[config.mk]
export PLATFORM = sky130hd
export DESIGN_NAME = bomb_timer_control_flat
export DESIGN_NICKNAME = d
export VERILOG_FILES = /design/src/rtl/bomb_timer_control_if.sv /design/src/rtl/bomb_timer_control.sv /design/src/flat_wrapper.sv
export SDC_FILE = /design/constraint.sdc
export NUM_CORES = 1
export LEC_CHECK = 0
export CELL_PAD_IN_SITES_DETAIL_PLACEMENT = 1
export CELL_PAD_IN_SITES_GLOBAL_PLACEMENT = 1
export CORE_UTILIZATION = 25
export DETAILED_ROUTE_END_ITERATION = 6
export DONT_BUFFER_PORTS = 1
export HOLD_SLACK_MARGIN = 0.08
export PLACE_DENSITY_LB_ADDON = 0.1
export SLEW_MARGIN = 10
export SYNTH_ARGS = -nofsm -noshare
export SYNTH_HDL_FRONTEND = slang
export SYNTH_SLANG_ARGS = --single-unit
[constraint.sdc]
create_clock -name clk -period 2.1 [get_ports clk]
set_input_delay 0.42 -clock clk [delete_from_list [all_inputs] [get_ports clk]]
set_output_delay 0.42 -clock clk [all_outputs]
set_load 0.01 [all_outputs]
[src/rtl/bomb_timer_control_if.sv]
// Signal bundle between the bomb timer controller and its surroundings
// (prescaler, level time lookup, game logic).
interface bomb_timer_control_if;
  logic       tick_1hz;
  logic       level_start;
  logic       pause;
  logic       defused;
  logic [3:0] load_three;
  logic [3:0] load_two;
  logic [3:0] load_one;
  logic [7:0] game_level;
  logic [3:0] digit_three;
  logic [3:0] digit_two;
  logic [3:0] digit_one;
  logic       running;
  logic       time_up;
  logic       level_done;

  modport master (
    output tick_1hz, level_start, pause, defused,
    output load_three, load_two, load_one,
    input  game_level, digit_three, digit_two, digit_one,
    input  running, time_up, level_done
  );

  modport slave (
    input  tick_1hz, level_start, pause, defused,
    input  load_three, load_two, load_one,
    output game_level, digit_three, digit_two, digit_one,
    output running, time_up, level_done
  );
endinterface

[src/rtl/bomb_timer_control.sv]
// Level countdown controller: loads a 3-digit BCD allotment per level, counts it
// down on 1 Hz ticks and reports expiry or a successful defuse.
module bomb_timer_control (
  input  logic                 clk,
  input  logic                 reset,
  bomb_timer_control_if.slave  bus
);

  typedef enum logic [2:0] {
    S_IDLE,
    S_LOAD,
    S_RUN,
    S_EXPIRED,
    S_CLEARED
  } state_t;

  state_t      state, state_nxt;
  logic [11:0] digits, digits_nxt;
  logic [7:0]  level, level_nxt;
  logic        running, running_nxt;
  logic        time_up, time_up_nxt;
  logic        level_done, level_done_nxt;
  logic        tick_ok;
  logic        at_zero;
  logic        at_one;

  function automatic logic [3:0] clamp_bcd(input logic [3:0] n);
    return (n > 4'd9) ? 4'd9 : n;
  endfunction

  // Caller guarantees v != 000, so the hundreds borrow never underflows.
  function automatic logic [11:0] bcd_dec(input logic [11:0] v);
    logic [3:0] h, t, u;
    {h, t, u} = v;
    if (u != 4'd0) begin
      u = u - 4'd1;
    end else begin
      u = 4'd9;
      if (t != 4'd0) begin
        t = t - 4'd1;
      end else begin
        t = 4'd9;
        h = h - 4'd1;
      end
    end
    return {h, t, u};
  endfunction

  function automatic logic [7:0] sat_inc(input logic [7:0] v);
    return (v == 8'hFF) ? v : v + 8'd1;
  endfunction

  assign tick_ok = bus.tick_1hz & ~bus.pause;
  assign at_zero = (digits == 12'h000);
  assign at_one  = (digits == 12'h001);

  always_ff @(posedge clk or posedge reset) begin
    if (reset) begin
      state      <= S_IDLE;
      digits     <= 12'h000;
      level      <= 8'h00;
      running    <= 1'b0;
      time_up    <= 1'b0;
      level_done <= 1'b0;
    end else begin
      state      <= state_nxt;
      digits     <= digits_nxt;
      level      <= level_nxt;
      running    <= running_nxt;
      time_up    <= time_up_nxt;
      level_done <= level_done_nxt;
    end
  end

  always_comb begin
    state_nxt = state;
    case (state)
      S_IDLE:    if (bus.level_start) state_nxt = S_LOAD;
      S_LOAD:    state_nxt = S_RUN;
      S_RUN: begin
        // defused outranks both the zero-entry expiry and the final tick
        if (bus.defused)              state_nxt = S_CLEARED;
        else if (at_zero)             state_nxt = S_EXPIRED;
        else if (tick_ok && at_one)   state_nxt = S_EXPIRED;
      end
      S_EXPIRED: if (bus.level_start) state_nxt = S_LOAD;
      S_CLEARED: if (bus.level_start) state_nxt = S_LOAD;
      default:   state_nxt = S_IDLE;
    endcase
  end

  always_comb begin
    digits_nxt     = digits;
    level_nxt      = level;
    time_up_nxt    = 1'b0;
    level_done_nxt = 1'b0;
    case (state)
      S_LOAD: digits_nxt = {clamp_bcd(bus.load_three),
                            clamp_bcd(bus.load_two),
                            clamp_bcd(bus.load_one)};
      S_RUN: begin
        if (bus.defused) begin
          level_done_nxt = 1'b1;
          level_nxt      = sat_inc(level);
        end else if (at_zero) begin
          time_up_nxt = 1'b1;
        end else if (tick_ok) begin
          digits_nxt  = bcd_dec(digits);
          time_up_nxt = at_one;
        end
      end
      S_EXPIRED: if (bus.level_start) level_nxt = 8'h00;
      default: ;
    endcase
    running_nxt = (state_nxt == S_RUN) && !bus.pause;
  end

  assign bus.game_level  = level;
  assign bus.digit_three = digits[11:8];
  assign bus.digit_two   = digits[7:4];
  assign bus.digit_one   = digits[3:0];
  assign bus.running     = running;
  assign bus.time_up     = time_up;
  assign bus.level_done  = level_done;

endmodule

[src/flat_wrapper.sv]
// flat-port wrapper written by rule: the top's interface ports become plain ports
module bomb_timer_control_flat 
  (clk, reset, bus_tick_1hz, bus_level_start, bus_pause, bus_defused, bus_load_three, bus_load_two, bus_load_one, bus_game_level, bus_digit_three, bus_digit_two, bus_digit_one, bus_running, bus_time_up, bus_level_done);
  bomb_timer_control_if bus_i ();
  input  logic clk;
  input  logic reset;
  input wire logic [$bits(bus_i.tick_1hz)-1:0] bus_tick_1hz;
  input wire logic [$bits(bus_i.level_start)-1:0] bus_level_start;
  input wire logic [$bits(bus_i.pause)-1:0] bus_pause;
  input wire logic [$bits(bus_i.defused)-1:0] bus_defused;
  input wire logic [$bits(bus_i.load_three)-1:0] bus_load_three;
  input wire logic [$bits(bus_i.load_two)-1:0] bus_load_two;
  input wire logic [$bits(bus_i.load_one)-1:0] bus_load_one;
  output wire logic [$bits(bus_i.game_level)-1:0] bus_game_level;
  output wire logic [$bits(bus_i.digit_three)-1:0] bus_digit_three;
  output wire logic [$bits(bus_i.digit_two)-1:0] bus_digit_two;
  output wire logic [$bits(bus_i.digit_one)-1:0] bus_digit_one;
  output wire logic [$bits(bus_i.running)-1:0] bus_running;
  output wire logic [$bits(bus_i.time_up)-1:0] bus_time_up;
  output wire logic [$bits(bus_i.level_done)-1:0] bus_level_done;
  assign bus_i.tick_1hz = bus_tick_1hz;
  assign bus_i.level_start = bus_level_start;
  assign bus_i.pause = bus_pause;
  assign bus_i.defused = bus_defused;
  assign bus_i.load_three = bus_load_three;
  assign bus_i.load_two = bus_load_two;
  assign bus_i.load_one = bus_load_one;
  assign bus_game_level = bus_i.game_level;
  assign bus_digit_three = bus_i.digit_three;
  assign bus_digit_two = bus_i.digit_two;
  assign bus_digit_one = bus_i.digit_one;
  assign bus_running = bus_i.running;
  assign bus_time_up = bus_i.time_up;
  assign bus_level_done = bus_i.level_done;
  bomb_timer_control u_core (.clk(clk), .reset(reset), .bus(bus_i));
endmodule
Word level (Yosys, flattened, before mapping):

Cells that the tools add are included.

* mux-type cells: 27
* multiply operators: 0
* $add $sub $neg: 4
* reductions and logical operators: 14
* equality and inequality tests: 15
* bitwise gates (word level): 2
* shifts and indexed selects: 0
* div/mod/pow operators: 0
* order comparisons: 3

Operators with widths (count)
* two-way mux 12 bit: 3
* two-way mux 4 bit: 8
* two-way mux 8 bit: 3
* case mux 12 bit (2 select lines): 1
* case mux 8 bit (2 select lines): 1
* inequality test 2 bit, second input constant: 7
* == test 12 x 1 -> 1 bit, second input constant: 1
* greater-than comparator 4 bit, second input constant: 3
* logical NOT 12 bit: 1
* two-way mux 3 bit: 4
* subtractor 4 x 1 -> 4 bit, second input constant: 3
* == test 3 x 2 -> 1 bit, second input constant: 3
* case mux 3 bit (3 select lines): 1
* adder 8 x 1 -> 8 bit, second input constant: 1
* == test 8 bit, second input constant: 1
* AND reduction 4 bit: 2
* nonzero test 4 bit: 2
* two-way mux 1 bit: 6
* AND reduction 6 bit: 1
* AND reduction 5 bit: 1
* nonzero test 2 bit: 2
* == test 3 x 1 -> 1 bit, second input constant: 1
* == test 3 bit, second input constant: 1
* logical NOT 3 bit: 1
* other kinds (6): 7

* bits in latches: 0
* RAM bits: 0
* logic and storage cells: 73
* output and inout port bits: 23
* bits of input ports: 18
* bits in read-only memories: 0
* register bits after elaboration: 26
* memories: 0

Logic depth before layout (Yosys ltp):

Gate-level depths: netlist of the first run.

* depth in word-level cells: 9
* mapped depth: 8
* depth with buffers taken out: 7

Worst setup path after synthesis of the first run:

OpenSTA, ideal clock, no wires.

* path type: reg2reg
* start point: register u_core.digits[7]
* end point: register u_core.digits[4]
* period minus slack after synthesis: 2152 ps
* buffers on the path: 2
* path slack: -52 ps
* cell stages (with the launch flop): 7
* data required time: 1980 ps
* arrival: 2031 ps
* cell sequence: dfrtp_1 or4_1 buf_2 or3_4 a41o_1 buf_6 o211a_1

* longest elaborated chain between the ends: 7
* elaborated cells on any way between the ends: 10
* those cells by class: eq/ne (1); mux (6); reduce/logical (3)

RTL lines
* start: declaration: line bomb_timer_control.sv:18 `logic [11:0] digits, digits_nxt;`
* start signal: assignment: line bomb_timer_control.sv:67 `digits <= digits_nxt;`
* nonzero test 4 bit: line bomb_timer_control.sv:39 `if (t != 4'd0) begin`
* two-way mux 4 bit: line bomb_timer_control.sv:39
* two-way mux 4 bit: line bomb_timer_control.sv:35 `if (u != 4'd0) begin`
* two-way mux 12 bit: line bomb_timer_control.sv:107 `end else if (tick_ok) begin`
* two-way mux 12 bit: line bomb_timer_control.sv:105 `end else if (at_zero) begin`
* two-way mux 12 bit: line bomb_timer_control.sv:102 `if (bus.defused) begin`
* case mux 12 bit (2 select lines): line bomb_timer_control.sv:97 `case (state)`

Parallel ways exist; a longest one is shown, timed or not. The select of a mux whose other input is x is not followed.
A chain may end at the register's enable or synchronous reset.

Worst setup path after layout of the first run:

Ends and elaborated chain as after synthesis.

==> results of run 1 <==
-- where the power goes --
group	internal, mW	leakage (nW)	switching [mW]
combinational	0.532	0.413	0.703
clock	0.168	0.0288	0.171
sequential	0.685	0.328	0.233
-- cells in the mapped netlist, drive strengths merged (2+ instances only) --
| cell type | n | area (sq um) |
|---|---|---|
| buf | 2 | 16.3 |
| nand4 | 2 | 12.5 |
| a22o | 2 | 17.5 |
| nand3 | 5 | 25.0 |
| inv | 9 | 33.8 |
| and3 | 3 | 18.8 |
| a21oi | 11 | 55.1 |
| nand2 | 13 | 48.8 |
| nor3b | 4 | 30.0 |
| or3 | 2 | 17.5 |
| nor3 | 3 | 15.0 |
| xor2 | 4 | 35.0 |
| clkbuf | 6 | 22.5 |
| nor2 | 22 | 82.6 |
| nand2b | 2 | 12.5 |
| nor2b | 4 | 25.0 |
| a41oi | 2 | 32.5 |
| nor4 | 4 | 25.0 |
| xnor2 | 2 | 17.5 |
| o31ai | 2 | 15.0 |
| dfrtp | 26 | 651 |
| ha | 3 | 37.5 |
| o21ai | 11 | 55.1 |
| a31oi | 6 | 37.5 |
| nand4b | 2 | 17.5 |
-- flip-flops by register name, indices dropped and copies added, names as in the netlist --
register	count
u_core.digits	12
u_core.bus.running	1
u_core.state	3
u_core.bus.level_done	1
u_core.bus.time_up	1
u_core.bus.game_level	8
-- cell type report --
cell class | instances | area [sq um]
fill | 694 | 4090
multi-input combinational | 128 | 842
sequential | 26 | 652
timing repair buffer | 20 | 150
tap | 75 | 93.8
clock buffer | 4 | 55.1
inverter | 9 | 33.8
-- final timing paths --
check | from | to | depth (start not counted)
setup / recovery | u_core.digits[7]$_DFFE_PP0P_ | u_core.digits[4]$_DFFE_PP0P_ | 5
hold / removal | reset | u_core.digits[8]$_DFFE_PP0P_ | 1
setup reg to reg | u_core.digits[7]$_DFFE_PP0P_ | u_core.digits[4]$_DFFE_PP0P_ | 5
hold reg to reg | u_core.state[0]$_DFF_PP0_ | u_core.state[2]$_DFF_PP0_ | 1
max in group asynchronous | reset | u_core.digits[2]$_DFFE_PP0P_ | 2
min in group clk | bus_pause | u_core.bus.running$_DFF_PP0_ | 1
-- timing repair --
| item | in CTS | in global routing |
|---|---|---|
| gates resized for setup | 1 | 3 |
| pin swaps | 0 | 1 |
| setup buffers | 0 | 1 |
| endpoints found under the setup margin | 1 | 5 |
-- layer usage --
| layer | routed length [um] | global-route usage | up-vias |
|---|---|---|---|
| met4 | 23 | 0.0446 | 0 |
| met3 | 207 | 0.0364 | 2 |
| li1 | - | - | 648 |
| met2 | 2150 | 0.252 | 26 |
| met5 | 0 | 0 | - |
| met1 | 1890 | 0.176 | 677 |
-- cell families (layout without fill, tap and decap cells) --
kind of cell / after synthesis / count (layout)
AOI/OAI and AO/OA: 46 / 46
xor gates and xnor gates: 6 / 6
adders and majority gates: 3 / 3
buffers and inverters: 17 / 33
DFF: 26 / 26
muxes: 2 / 2
and+or+nand+nor: 71 / 71
-- cells in the final DEF (no fill, tap or decap), drive strengths merged, types with 2 or more instances in the layout --
cell type  Yosys  layout
dfrtp         26      26
nor2          22      22
buf            2      20
nand2         13      13
o21ai         11      11
a21oi         11      11
inv            9       9
a31oi          6       6
nand3          5       5
nor2b          4       4
nor3b          4       4
nor4           4       4
xor2           4       4
clkbuf         6       4
and3           3       3
ha             3       3
nor3           3       3
nand2b         2       2
o31ai          2       2
nand4b         2       2
nand4          2       2
a22o           2       2
xnor2          2       2
a41oi          2       2
or3            2       2
-- critical path: stages, from the launching register on --
cell and delay [ns]:
dfrtp_2 0.41, or4_1 0.54, or3_4 0.42, a41o_2 0.35, nand4b_1 0.13, o211a_1 0.14
-- metrics by stage --
stage	utilization	hold slack [ns]	cells	setup WS (ns)	instance area [sq um]
CTS	0.303	0.203	261	0.0342	1790
floorplan	-	0.460	171	-0.0405	1540
finish	0.309	0.153	262	0.0414	1830
global placement	0.294	0.488	257	0.0568	1740
detailed placement	0.294	0.501	257	0.0282	1740
global route	0.309	0.195	262	-0.0117	1830
==> results_dict.tcl, run 1 <==
set metrics [dict create \
    yosysSeqAreaShare 0.423 \
    status "finished, final reports clean" \
    fin_crit_ns 2.06 \
    critPathLaunchType "flop" \
    diodes 0 \
    first_global_vias 1498 \
    syn_area_per_cell_sq_um 9.00 \
    drt-total-wl_um 4280 \
    required_ns 2.32 \
    power.density_nw_per_um2 1360 \
    grt_usage 0.146 \
    grt-ovfl-total 0 \
    clock_path_buffers 2 \
    clock_skew_ns 0.00343 \
    drtIter0Drc 40 \
    cp-end-kind "flop" \
    slew_headroom 0.502 \
    viasPerCell 5.16 \
    syn_area_sq_um 1540 \
    yosys_warnings 0 \
    fmax_mhz 486 \
    path_class "flop to flop" \
    die_y_um 80.5 \
    cts-buffers-inserted 3 \
    leakage_nw 0.770 \
    hold_path.class "primary input to async pin" \
    syn_inst 171 \
    arrival_ns 2.28 \
    grt_max_degree 19 \
    async_flop_share 1.00 \
    slew_violations 0 \
    hold_violations 0 \
    gp_congestion 0.703 \
    rsz0062_at_grt "true" \
    numPortBuffers 0 \
    firstDrtPassIters 4 \
    area_delta_synth_final_pct 18.7 \
    ctsHoldBuffers 0 \
    synthSimpleGateAreaFrac 0.245 \
    htreeDepth 1 \
    root_buffer "clkbuf_8" \
    synth_flop_cell "dfrtp_1" \
    hpwl_um 3320 \
    die-area_sq_um 6470 \
    final_net_count 209 \
    tightestPinTransition_ns 0.746 \
    synth-xor-area-share 0.0341 \
    clk_pin_slew_ns 0.10 \
    rows 28 \
    layout-drive-gt1-share 0.182 \
    synthMuxAreaShare 0.0138 \
    setup_viol 0 \
    reg2reg_slack_ns 0.04 \
    cts.sinks 26 \
    drv_cap 0 \
    power.total_mw 2.49 \
    die_w_um 80.5 \
    vdd_ir_drop_max_mv 0.385 \
    grt_pass1_wl_um 7230 \
    routedWlPerCell_um 16.3 \
    synth_compound_area_frac 0.213 \
    tns_ns 0 \
    io_pins 41 \
    start_util 0.260 \
    synth_seq_cells 26 \
    synth_top_family_by_area "simple AND/OR/NAND/NOR gates" \
    num_vias 1353 \
    ant_nets 0 \
    fp.coreArea_sq_um 5920 \
    drc 0 \
    cts_tree "done" \
    synthAdderAreaFrac 0.0244 \
    grt_antenna_before_repair 0 \
    insertion_delay_ns 0.27 \
    synth_edf_count 0 \
    crit_path_max_fanout 11 \
    min_period_over_period 0.980 \
    synth_fp_nets 192 \
    ys_types 46 \
]
No activity file was read; power rests on OpenSTA's default activity.
==> run 2: changes to the inputs <==
--- a/config.mk
+++ b/config.mk
@@ -12,6 +12,7 @@
 export DONT_BUFFER_PORTS = 1
 export HOLD_SLACK_MARGIN = 0.08
 export PLACE_DENSITY_LB_ADDON = 0.1
+export REMOVE_ABC_BUFFERS = 1
 export SLEW_MARGIN = 10
 export SYNTH_ARGS = -nofsm -noshare
 export SYNTH_HDL_FRONTEND = slang
==> results_dict.tcl, run 2 (synthesis results as in run 1) <==
set metrics [dict create \
    rr_startpoint "u_core.digits[7]$_DFFE_PP0P_" \
    reg2reg_depth 5 \
    place_ws_ns -0.00164 \
    routedWlPerCell_um 16.9 \
    clock_skew_ns 0.00397 \
    area_delta_synth_final_pct 18.8 \
    power.total_mw 2.51 \
    whs_ns 0.0835 \
    root_buffer "clkbuf_8" \
    fin_crit_ns 2.02 \
    cts-buffers-inserted 3 \
    io_pins 41 \
    regMostFlops "u_core.digits" \
    slew_violations 0 \
    arrival_ns 2.19 \
    vdd_ir_drop_max_mv 0.338 \
    die_w_um 80.5 \
    diodes 0 \
    status "finished, final reports clean" \
    worstPathCellList "or4_4, or3_4, a41oi_4, a21oi_1, o2bb2a_4" \
    ant_nets 0 \
    timing.final.ws_setup_ns 0.0844 \
    hold_violations 0 \
    first_global_vias 1518 \
    insertion_delay_ns 0.27 \
    cts.sinks 26 \
    numPortBuffers 0 \
    power.density_nw_per_um2 1370 \
    grt_max_degree 27 \
    hpwl_um 3350 \
    min_period_over_period 0.960 \
    cp-end-kind "flop" \
    clock_path_buffers 2 \
    final_core_util 0.309 \
    largest_reg_flops 12 \
    firstDrtPassIters 3 \
    fmax_mhz 496 \
    clk_pin_slew_ns 0.09 \
    reg2reg_slack_ns 0.08 \
    design_area_sq_um 1830 \
    leakage_nw 0.758 \
    final_common_cell "dfrtp_1" \
    fp.coreArea_sq_um 5920 \
    slew_headroom 0.592 \
    grt_pass1_wl_um 7240 \
    crit_slowest_cell "or4_4" \
    setup_viol 0 \
    reg2reg_to "u_core.digits[7]$_DFFE_PP0P_" \
    required_ns 2.28 \
    cts_tree "done" \
    grt_antenna_before_repair 0 \
    crit_path_max_fanout 3 \
    startpoint "u_core.digits[7]$_DFFE_PP0P_" \
    rows 28 \
    path_class "flop to flop" \
    crit_buf_inv 0 \
    htreeDepth 1 \
    critPathLaunchType "flop" \
    drc 0 \
    rsz0062_at_grt "false" \
    drt-total-wl_um 4370 \
    tightestPinTransition_ns 0.610 \
    slowest_delay_ns 0.54 \
    layout-drive-gt1-share 0.168 \
    cts_setup_buffers 0 \
    crit_family "simple AND/OR/NAND/NOR gates" \
    die_y_um 80.5 \
    final_cell_mix "26 x dfrtp_1, 22 x nor2_1, 17 x buf_4" \
    fillers 701 \
    drv_cap 0 \
    gp_congestion 0.752 \
    grt-ovfl-total 0 \
    hold_path.class "primary input to async pin" \
    viasPerCell 5.25 \
    drtIter0Drc 29 \
    start_util 0.260 \
    num_vias 1360 \
    post_dp_cell_area_sq_um 1720 \
    final_net_count 206 \
    die-area_sq_um 6470 \
    grt_usage 0.147 \
]
[run 2: worst reg2reg max path, cell delays in order (launching register included)]
cell	delay, ns
dfrtp_1	0.40
or4_4	0.54
or3_4	0.42
a41oi_4	0.21
a21oi_1	0.12
o2bb2a_4	0.23
[run 2: what timing repair did]
action,CTS,global route
hold buffers,0,0
setup endpoints to repair,2,10
gates resized for setup,1,6
pin swaps,0,1
[run 2: worst max path at each step]
stage	end	slack, ns	cells past startpoint
floorplan	u_core.digits[4]$_DFFE_PP0P_	-0.03	4
global placement	u_core.digits[4]$_DFFE_PP0P_	0.09	4
detailed placement	u_core.digits[4]$_DFFE_PP0P_	-0.002	4
CTS	u_core.digits[0]$_DFFE_PP0P_	0.009	6
global route	u_core.digits[10]$_DFFE_PP0P_	0.002	5
finish	u_core.digits[7]$_DFFE_PP0P_	0.08	5
[run 2: final cells by class]
class / instances / area, sq um / area share
timing repair buffer: 17 / 128 / 0.0698
tap: 75 / 93.8 / 0.0513
clock buffer: 4 / 55.1 / 0.0301
sequential: 26 / 651 / 0.356
inverter: 9 / 33.8 / 0.0185
multi-input combinational: 128 / 867 / 0.474
[run 2: power by group]
| part | internal, mW | leakage, nW | switching [mW] |
|---|---|---|---|
| logic | 0.536 | 0.400 | 0.732 |
| clock network | 0.168 | 0.0288 | 0.165 |
| registers | 0.683 | 0.329 | 0.227 |
[run 2: layer usage]
layer | GRT usage | wire [um] | up-vias | part of all wire
met4 | 0.0500 | 43 | 0 | 0.0098
met2 | 0.275 | 2320 | 31 | 0.53
met1 | 0.159 | 1770 | 682 | 0.40
li1 | - | - | 643 | -
met5 | 0 | 0 | - | 0
met3 | 0.0341 | 237 | 4 | 0.054
[run 2: per-stage QoR]
stage                     TNS [ns]  instances
after floorplan            -0.0701        163
after global placement           0        255
after detailed placement  -0.00164        255
after CTS                        0        259
after global routing             0        259
final                            0        259
==> run 3: changes to the inputs <==
--- a/config.mk
+++ b/config.mk
@@ -5,6 +5,7 @@
 export SDC_FILE = /design/constraint.sdc
 export NUM_CORES = 1
 export LEC_CHECK = 0
+export CAP_MARGIN = 20
 export CELL_PAD_IN_SITES_DETAIL_PLACEMENT = 1
 export CELL_PAD_IN_SITES_GLOBAL_PLACEMENT = 1
 export CORE_UTILIZATION = 25
==> results of run 3 <==
The final DEF is identical to that of run 2; final timing and power are the same.
